$ cat config.mk
export PLATFORM = sky130hd
export DESIGN_NAME = iddmm_result_rd
export DESIGN_NICKNAME = d
export VERILOG_FILES = /design/src/rtl/iddmm_result_rd.sv
export SDC_FILE = /design/constraint.sdc
export NUM_CORES = 1
export LEC_CHECK = 0
export ABC_AREA = 1
export BUFFER_PORTS_ARGS = -buffer_cell sky130_fd_sc_hd__buf_2
export CELL_PAD_IN_SITES_DETAIL_PLACEMENT = 0
export CELL_PAD_IN_SITES_GLOBAL_PLACEMENT = 1
export CORE_AREA = 2 2 307 309
export CTS_CLUSTER_DIAMETER = 40
export DETAILED_ROUTE_END_ITERATION = 16
export DIE_AREA = 0 0 309 311
export HOLD_SLACK_MARGIN = 0.05
export PLACE_DENSITY = 0.69
export SETUP_SLACK_MARGIN = 0.15
export SLEW_MARGIN = 20
export SYNTH_ARGS = -nofsm -noshare
export SYNTH_HDL_FRONTEND = slang
export SYNTH_SLANG_ARGS = --single-unit
export TNS_END_PERCENT = 5
$ cat constraint.sdc
create_clock -name clk -period 15.8 [get_ports clk]
set_clock_uncertainty 0.15 [all_clocks]
set_input_delay 1.58 -clock clk [delete_from_list [all_inputs] [get_ports clk]]
set_output_delay 1.58 -clock clk [all_outputs]
set_load 0.01 [all_outputs]
$ cat src/rtl/iddmm_result_rd.sv
// ---------------------------------------------------------------------------
// iddmm_result_rd
//
// Result drain stage for the IDDMM Montgomery multiplier. For each
// operation both result FIFOs (raw words and result-minus-modulus words)
// are popped in lock-step. One word of each popped pair is kept, chosen by
// the final-compare sign latched at cal_done. The kept words are presented
// LSW-first on an output stream. The other word is discarded, so both FIFOs
// are empty when the operation ends.
//
// Ports
//   clk, rst          clock, asynchronous active-high reset
//   cal_done/cal_sign start pulse + stream select (1 = subtracted words)
//   fifo_empty_a      raw FIFO empty; fifo_rd_en_a pops it; data 1 cycle later
//   fifo_empty_sub    subtracted FIFO empty; fifo_rd_en_sub pops it
//   o_valid/o_ready   output handshake
//   o_data/o_idx      output word and its index (0 = LSW)
//   o_last            o_data is word N-1
//   o_done            one-cycle pulse after the last word is accepted
//   o_err             one-cycle pulse: cal_done seen while draining
//   busy              high while draining (this is also the FSM state)
//
// Handshake: a word moves when o_valid & o_ready at a rising clk edge.
// While o_valid is high and o_ready is low, o_data, o_idx and o_last
// hold their values.
// ---------------------------------------------------------------------------
module iddmm_result_rd #(
  parameter int K      = 256,
  parameter int N      = 16,
  parameter int ADDR_W = $clog2(N)
) (
  input  logic              clk,
  input  logic              rst,
  input  logic              cal_done,
  input  logic              cal_sign,
  input  logic              fifo_empty_a,
  output logic              fifo_rd_en_a,
  input  logic [K-1:0]      fifo_rd_data_a,
  input  logic              fifo_empty_sub,
  output logic              fifo_rd_en_sub,
  input  logic [K-1:0]      fifo_rd_data_sub,
  output logic              o_valid,
  input  logic              o_ready,
  output logic [K-1:0]      o_data,
  output logic [ADDR_W-1:0] o_idx,
  output logic              o_last,
  output logic              o_done,
  output logic              o_err,
  output logic              busy
);

  localparam int CNT_W = ADDR_W + 1;

  typedef enum logic {
    IDLE  = 1'b0,
    DRAIN = 1'b1
  } state_t;

  state_t state, state_nx;

  logic              sel;       // 1 = keep subtracted words
  logic [CNT_W-1:0]  pop_cnt;   // pairs popped this operation (0..N)
  logic [ADDR_W-1:0] out_cnt;   // words accepted this operation
  logic              inflight;  // a pop was issued last cycle; data arrives now
  logic [K-1:0]      buf0;      // skid buffer head (drives o_data)
  logic [K-1:0]      buf1;      // skid buffer second entry
  logic [1:0]        occ;       // skid buffer occupancy (0..2)

  logic              fire;
  logic              last_fire;
  logic              start;
  logic              credit_ok;
  logic              pop;
  logic [K-1:0]      new_word;

  assign fire      = o_valid & o_ready;
  assign last_fire = fire & (out_cnt == ADDR_W'(N - 1));
  assign start     = (state == IDLE) & cal_done;
  assign new_word  = sel ? fifo_rd_data_sub : fifo_rd_data_a;

  // The skid buffer has two entries. A pop issued now lands two edges later,
  // so count buffered words plus the in-flight pop, less the word leaving
  // this cycle, and allow another pop only if that total is below 2.
  assign credit_ok = ({1'b0, occ} + {2'b00, inflight}) < (3'd2 + {2'b00, fire});

  // One shared pop for both FIFOs; a single FIFO is never popped alone.
  assign pop = (state == DRAIN) & ~fifo_empty_a & ~fifo_empty_sub &
               (pop_cnt < CNT_W'(N)) & credit_ok;

  // -------------------------------------------------------------------------
  // FSM: state register
  // -------------------------------------------------------------------------
  always_ff @(posedge clk or posedge rst) begin
    if (rst) state <= IDLE;
    else     state <= state_nx;
  end

  // FSM: next state
  always_comb begin
    state_nx = state;
    case (state)
      IDLE:    if (cal_done)  state_nx = DRAIN;
      DRAIN:   if (last_fire) state_nx = IDLE;
      default: state_nx = IDLE;
    endcase
  end

  // FSM: outputs
  always_comb begin
    fifo_rd_en_a   = pop;
    fifo_rd_en_sub = pop;
    busy           = (state == DRAIN);
  end

  // -------------------------------------------------------------------------
  // Counters, select latch, status pulses
  // -------------------------------------------------------------------------
  always_ff @(posedge clk or posedge rst) begin
    if (rst) begin
      sel      <= 1'b0;
      pop_cnt  <= '0;
      out_cnt  <= '0;
      inflight <= 1'b0;
      o_done   <= 1'b0;
      o_err    <= 1'b0;
    end else begin
      o_done   <= last_fire;
      // A second cal_done during a drain is reported and otherwise ignored.
      o_err    <= cal_done & (state == DRAIN);
      inflight <= pop;
      if (start) begin
        sel     <= cal_sign;
        pop_cnt <= '0;
        out_cnt <= '0;
      end else begin
        if (pop)  pop_cnt <= pop_cnt + CNT_W'(1);
        if (fire) out_cnt <= out_cnt + ADDR_W'(1);
      end
    end
  end

  // -------------------------------------------------------------------------
  // Two-entry skid buffer. The head (buf0) is the output register, so
  // o_data never has a combinational path from the FIFO read data.
  // -------------------------------------------------------------------------
  always_ff @(posedge clk or posedge rst) begin
    if (rst) begin
      buf0 <= '0;
      buf1 <= '0;
      occ  <= 2'd0;
    end else begin
      case ({inflight, fire})
        2'b10: begin
          if (occ == 2'd0) buf0 <= new_word;
          else             buf1 <= new_word;
          occ <= occ + 2'd1;
        end
        2'b01: begin
          buf0 <= buf1;
          occ  <= occ - 2'd1;
        end
        2'b11: begin
          // Occupancy is unchanged; the new word goes in behind the head.
          if (occ == 2'd1) begin
            buf0 <= new_word;
          end else begin
            buf0 <= buf1;
            buf1 <= new_word;
          end
        end
        default: ;
      endcase
    end
  end

  assign o_valid = (occ != 2'd0);
  assign o_data  = buf0;
  assign o_idx   = out_cnt;
  assign o_last  = o_valid & (out_cnt == ADDR_W'(N - 1));

endmodule
==> summary.txt, run 1 <==
status: finished clean
RSZ-0062 raised after global routing: no
first-pass iteration count of the detailed router: 5
fin crit period: 5.02 ns
GRT Max-Usage Layer: met2
hold_buf cts: 0
die area: 0.0961 mm2
mean post-synth cell area: 7.61 um2
first-pass GRT wire length: 133000 um
CTS Buffer Depth: 3
I/O pin cnt: 786
Iter 0 DRT Violations: 1506
Post-DP Area: 0.0307 mm2
Crit Path Class: primary input to flip-flop
Final Max Slew Viols: 0
Hold Crit Class: flip-flop to flip-flop
layout cell share with drive strength beyond 1: 0.239
Ys Warns: 0
design area: 0.0342 mm2
grt met1 use: 0.214
Layout Nets: 4628
Fin Setup TNS: 0 ns
CTS clk-pin slew, worst paths: 0.05 ns
CP required: 16.12 ns
Sink Count: 528
row count: 112
largest net degree at the start of global routing: 243
H-tree Lvls: 3
via count: 24200
CP arrival: 5.35 ns
PortBufs: 785
Startpoint Class: primary input
sequential share of power: 0.315
CP Capture Type: flip-flop
vias in the first global route: 23200
TritonCTS clock tree: built
routability cong.: 0.787
Pleak: 16.8 nW
antenna cells: 0
PostCTS Resize Cnt: 0
GRT Util Overall: 0.172
die height: 311 um
Post-Synthesis Cells: 3444
Num CTS Buffers: 97
pwr/cell area: 224 mW/mm2
cell-internal power: 4.45 mW
Max Clock Freq: 0.199 GHz
Post-DP HPWL: 56900 um
antenna violations before repair: 0
Clk pwr share: 0.286
crit path max fanout: 103
Rel. slew slack: 0.219
DRC viols: 0
final period utilization: 0.318
synthesized area: 0.0262 mm2
remaining antenna violation count: 0
top cells by area, synth: dfrtp_1 50%, nand2_1 12%, o21ai_0 7.9%
Switch Pwr: 3.20 mW
DIE WIDTH: 309 um
Synth area leader: dfrtp_1
VDD IR-drop max: 157 uV
total routed wirelength: 85100 um
DR vias/cell: 4.45
register area share after synthesis: 0.504
Core ar.: 0.0928 mm2
Synth top area share: 0.504
Hold Fails Final Rpt: 0
Yosys reg bits: 528
Wirelength per Cell: 15.7 um
M3 GR Usage: 0.0475
post-synthesis cell type count: 21
Worst-Margin Slew: 1.17 ns
Sw Share: 0.418
maxcap violations: 0
total grt overflow: 0
root buffer cell: clkbuf_16
Comb power frac: 0.398
Post-Syn Nets: 3972
met2 Track Usage GR: 0.291
P&R area growth vs syn: 30.7%
final setup fails: 0
Post-CTS Setup Bufs: 0
worst skew pair latency: 0.63 ns
initial core utilization: 0.282
cells in the mapped netlist, drive strengths merged:
cell      n
a31oi   256
ha        9
nor2    267
nand3   265
buf     170
a21oi     4
o21ai   517
xnor2     3
nand2   807
inv     530
clkbuf   85
nor3      1
dfrtp   528
nand4     2
kinds of logic (layout without fill, tap and decap cells):
kind of cell / after synthesis / count (layout) / share of synthesized area
flip-flops: 528 / 528 / 0.504
AND/OR/NAND/NOR: 1342 / 1342 / 0.205
buffers and inverters: 785 / 1525 / 0.124
AO/OA/AOI/OAI: 777 / 777 / 0.161
XOR/XNOR: 3 / 3 / 0.00100
adder cells (fa/ha/maj): 9 / 9 / 0.00430
final timing paths:
kind                                  from         end  slack (ns)  depth (start not counted)
min in group asynchronous              rst   buf1[100]        0.83                          2
worst max register to register      occ[0]    buf1[36]       10.97                         12
worst min-delay path            pop_cnt[4]  pop_cnt[4]        0.38                          2
worst min register to register  pop_cnt[4]  pop_cnt[4]        0.38                          2
max in group asynchronous              rst   o_data[9]       11.78                          5
worst max-delay path               o_ready    buf1[36]       10.78                         10
metal layers:
metal	part of all wire	vias to the layer above
li1	-	12300
met3	0.078	99
met4	0.020	0
met1	0.42	11100
met5	0	-
met2	0.48	729
sequential cells by signal, summed over array words and instances, names as in the netlist:
name and cells:
o_err 1, o_data 256, occ 2, pop_cnt 5, o_done 1, inflight 1, buf1 256, sel 1
o_idx 4, busy 1
area by class of cell:
class	instances	area [um2]
multi-input combinational	2131	9780
inverter	530	1990
clock inverter	77	911
tap	1254	1570
timing repair buffer	812	4190
clock buffer	106	2560
fill	9895	58500
sequential	528	13200
stage by stage:
step	util	instances	worst slack [ns]	total power, mW	hold WS [ns]
2_1_floorplan	-	3444	6.89	4.44	0.326
5_1_grt	0.369	5438	10.39	8.30	0.400
6_report	0.369	5438	10.78	7.66	0.380
4_1_cts	0.369	5438	10.82	7.78	0.381
3_3_place_gp	0.331	5255	10.24	5.50	0.366
3_5_place_dp	0.331	5255	10.16	5.54	0.369
critical path: stages:
cell     delay, ns
buf_2         0.10
nand2_2       0.16
inv_1         0.16
ha_1          0.27
o21ai_1       0.14
a21oi_4       0.50
buf_4         0.62
buf_4         0.78
buf_4         0.70
o21ai_0       0.19
power groups by stage:
stage | combinational [mW] | sequential, mW | clock, mW
final | 3.05 | 2.41 | 2.19
after detailed placement | 3.10 | 2.44 | 0
after floorplan | 1.91 | 2.53 | 0
after CTS | 3.12 | 2.42 | 2.25
after global routing | 3.47 | 2.51 | 2.31
after global placement | 3.08 | 2.41 | 0
layout by cell type, fill, tap and decap left out, types with 2 or more instances in the layout:
cell | synthesis | routed
nand2_1 | 805 | 802
buf_2 | 124 | 785
inv_1 | 530 | 529
dfrtp_1 | 528 | 527
o21ai_0 | 416 | 416
nor2_1 | 267 | 267
nand3_1 | 265 | 265
a31oi_1 | 256 | 256
o21ai_1 | 101 | 101
clkbuf_16 | 0 | 99
buf_4 | 11 | 22
clkinv_2 | 0 | 21
clkinvlp_4 | 0 | 18
bufinv_16 | 0 | 14
clkinv_4 | 0 | 14
ha_1 | 9 | 9
inv_6 | 0 | 6
clkbuf_8 | 0 | 6
buf_12 | 1 | 5
xnor2_1 | 3 | 3
nand2_4 | 0 | 3
a21oi_1 | 3 | 3
inv_16 | 0 | 3
nand4_1 | 2 | 2
inv_8 | 0 | 2
No activity file was read; power rests on OpenSTA's default activity.
==> run 2: changes to the inputs <==
Clock period 15.8 ns to 4.05 ns, I/O delays scaled along.
==> run 2 against run 1 <==
Critical path depth up 3. Combinational power rose to 4.5 times the previous value. Hold slack worse by 0.31 ns. Non-clock buffer count up 492. Via count up 8.6%. Sequential share of layout area down 4.6 points. Sequential power rose to 3.9 times the previous value. Cell count up 8.8%. Clock power rose to 3.6 times the previous value. Design area up 14%. Global-route usage up 1.1 points. First-iteration DRC count down 1.3%.
==> summary.txt, run 2 (same netlist as run 1, synthesis figures left out) <==
final period utilization: 0.850
r2r startpoint: occ[0]
CP delay by family, top: buffers and inverters
worst-path cell chain: inv_1 > ha_1 > inv_1 > nand2_2 > inv_1 > ha_1 > o21ai_1 > a21oi_4 > buf_4 > buf_12 > nand2_1 > dlygate4sd3_1 > o21ai_0
pwr/cell area: 798 mW/mm2
row count: 112
Layout Nets: 5115
worst hold slack: 0.0717 ns
Critical path buffers and inverters: 6
GRT Util Overall: 0.183
Worst Setup EP: buf1[98]
antenna violations before repair: 0
initial core utilization: 0.282
Post-CTS Setup Bufs: 0
worst skew pair latency: 0.64 ns
routability cong.: 0.794
hold_buf cts: 430
worst setup margin: 0.607 ns
Fill cells: 9482
RSZ-0062 raised after global routing: no
fin crit period: 3.44 ns
Post-Place Worst Slack: 1.10 ns
vias in the first global route: 25700
Crit path largest cell delay: 0.57 ns
maxcap violations: 0
first-pass iteration count of the detailed router: 6
DIE WIDTH: 309 um
via count: 26300
Num CTS Buffers: 92
largest net degree at the start of global routing: 148
Wirelength per Cell: 15.2 um
layout cell share with drive strength beyond 1: 0.224
Post-DP HPWL: 61000 um
remaining antenna violation count: 0
dpl cells: 5317
R2R Setup Slk: 0.61 ns
CP arrival: 3.82 ns
final setup fails: 0
Startpoint Class: flip-flop
worst reg-to-reg path cell count: 13
cell depth of the worst setup path: 13
Post-DP Area: 0.0315 mm2
worst flop-to-flop path endpoint: buf1[98]
Iter 0 DRT Violations: 1486
PortBufs: 785
Post-Layout Cell Count: 5918
Hold Crit Class: primary input to flip-flop
Rel. slew slack: 0.380
VDD IR-drop max: 582 uV
CP required: 4.43 ns
first-pass GRT wire length: 142000 um
Worst-Margin Slew: 0.921 ns
total routed wirelength: 90100 um
Pleak: 18.9 nW
CTS Buffer Depth: 3
H-tree Lvls: 3
most frequent cells in the layout: 802 x nand2_1, 785 x buf_2, 529 x inv_1
Sink Count: 528
commonest non-fill, non-tap cell in the layout: nand2_1
Crit Path Class: flip-flop to flip-flop
total power: 31.0 mW
worst setup path start: occ[0]
most used cell, CP: inv_1
DR vias/cell: 4.44
die height: 311 um
Max Clock Freq: 0.290 GHz
PostCTS Resize Cnt: 0
P&R area growth vs syn: 48.5%
root buffer cell: clkbuf_16
DRC viols: 0
design area: 0.0389 mm2
crit path max fanout: 131
Hold Fails Final Rpt: 0
die area: 0.0961 mm2
total grt overflow: 0
CTS clk-pin slew, worst paths: 0.05 ns
antenna cells: 0
TritonCTS clock tree: built
Core ar.: 0.0928 mm2
I/O pin cnt: 786
status: finished clean
Final Max Slew Viols: 0
Slowest cell on crit path: dlygate4sd3_1
CP Capture Type: flip-flop
-- run 2: cell types whose count changed in the layout (fill, tap and decap cells not counted), sizes merged --
cell,before,now
buf,812,874
bufinv,14,7
clkinv,35,24
clkinvlp,18,17
dlygate4sd3,0,430
inv,540,547
-- run 2: worst min path at each step --
stage	start	endpoint	cells after the start	slack, ns
floorplan	occ[1]	occ[1]	2	0.33
global placement	occ[1]	occ[1]	2	0.36
detailed placement	occ[1]	occ[1]	2	0.37
CTS	fifo_rd_data_a[154]	buf1[154]	5	0.05
global route	fifo_rd_data_sub[21]	o_data[21]	5	0.07
finish	fifo_rd_data_sub[167]	buf1[167]	5	0.07
-- run 2: layer usage --
metal,part of all wire,track usage,vias up,wire [um]
li1,-,-,13300,-
met1,0.42,0.225,12100,37800
met2,0.48,0.312,732,43600
met3,0.070,0.0479,140,6270
met4,0.027,0.0554,0,2450
met5,0,0,-,0
-- run 2: area by class of cell --
type,instances,area [um2],area share
tap,1254,1570,0.0403
inverter,530,1990,0.0512
clock inverter,65,734,0.0189
multi-input combinational,2131,9780,0.251
timing repair buffer,1304,9200,0.237
clock buffer,106,2410,0.0621
sequential,528,13200,0.340
-- run 2: worst reg2reg max path: cells and delay by family (launching register included) --
family	cells	cell delay, ns
buffers and inverters	6	1.46
AND/OR/NAND/NOR	2	0.40
adder cells (fa/ha/maj)	2	0.53
AO/OA/AOI/OAI	3	0.37
flip-flops	1	0.41
-- run 2: metrics by stage --
stage / setup TNS (ns) / utilization
after detailed placement: 0 / 0.339
final: 0 / 0.419
after global routing: 0 / 0.419
after CTS: 0 / 0.419
after global placement: 0 / 0.339
after floorplan: -1943.63 / -
-- run 2: power breakdown --
| part | internal [mW] | switching (mW) |
|---|---|---|
| logic | 5.42 | 8.38 |
| clock network | 4.83 | 2.98 |
| registers | 7.97 | 1.46 |
| total | 18.2 | 12.8 |
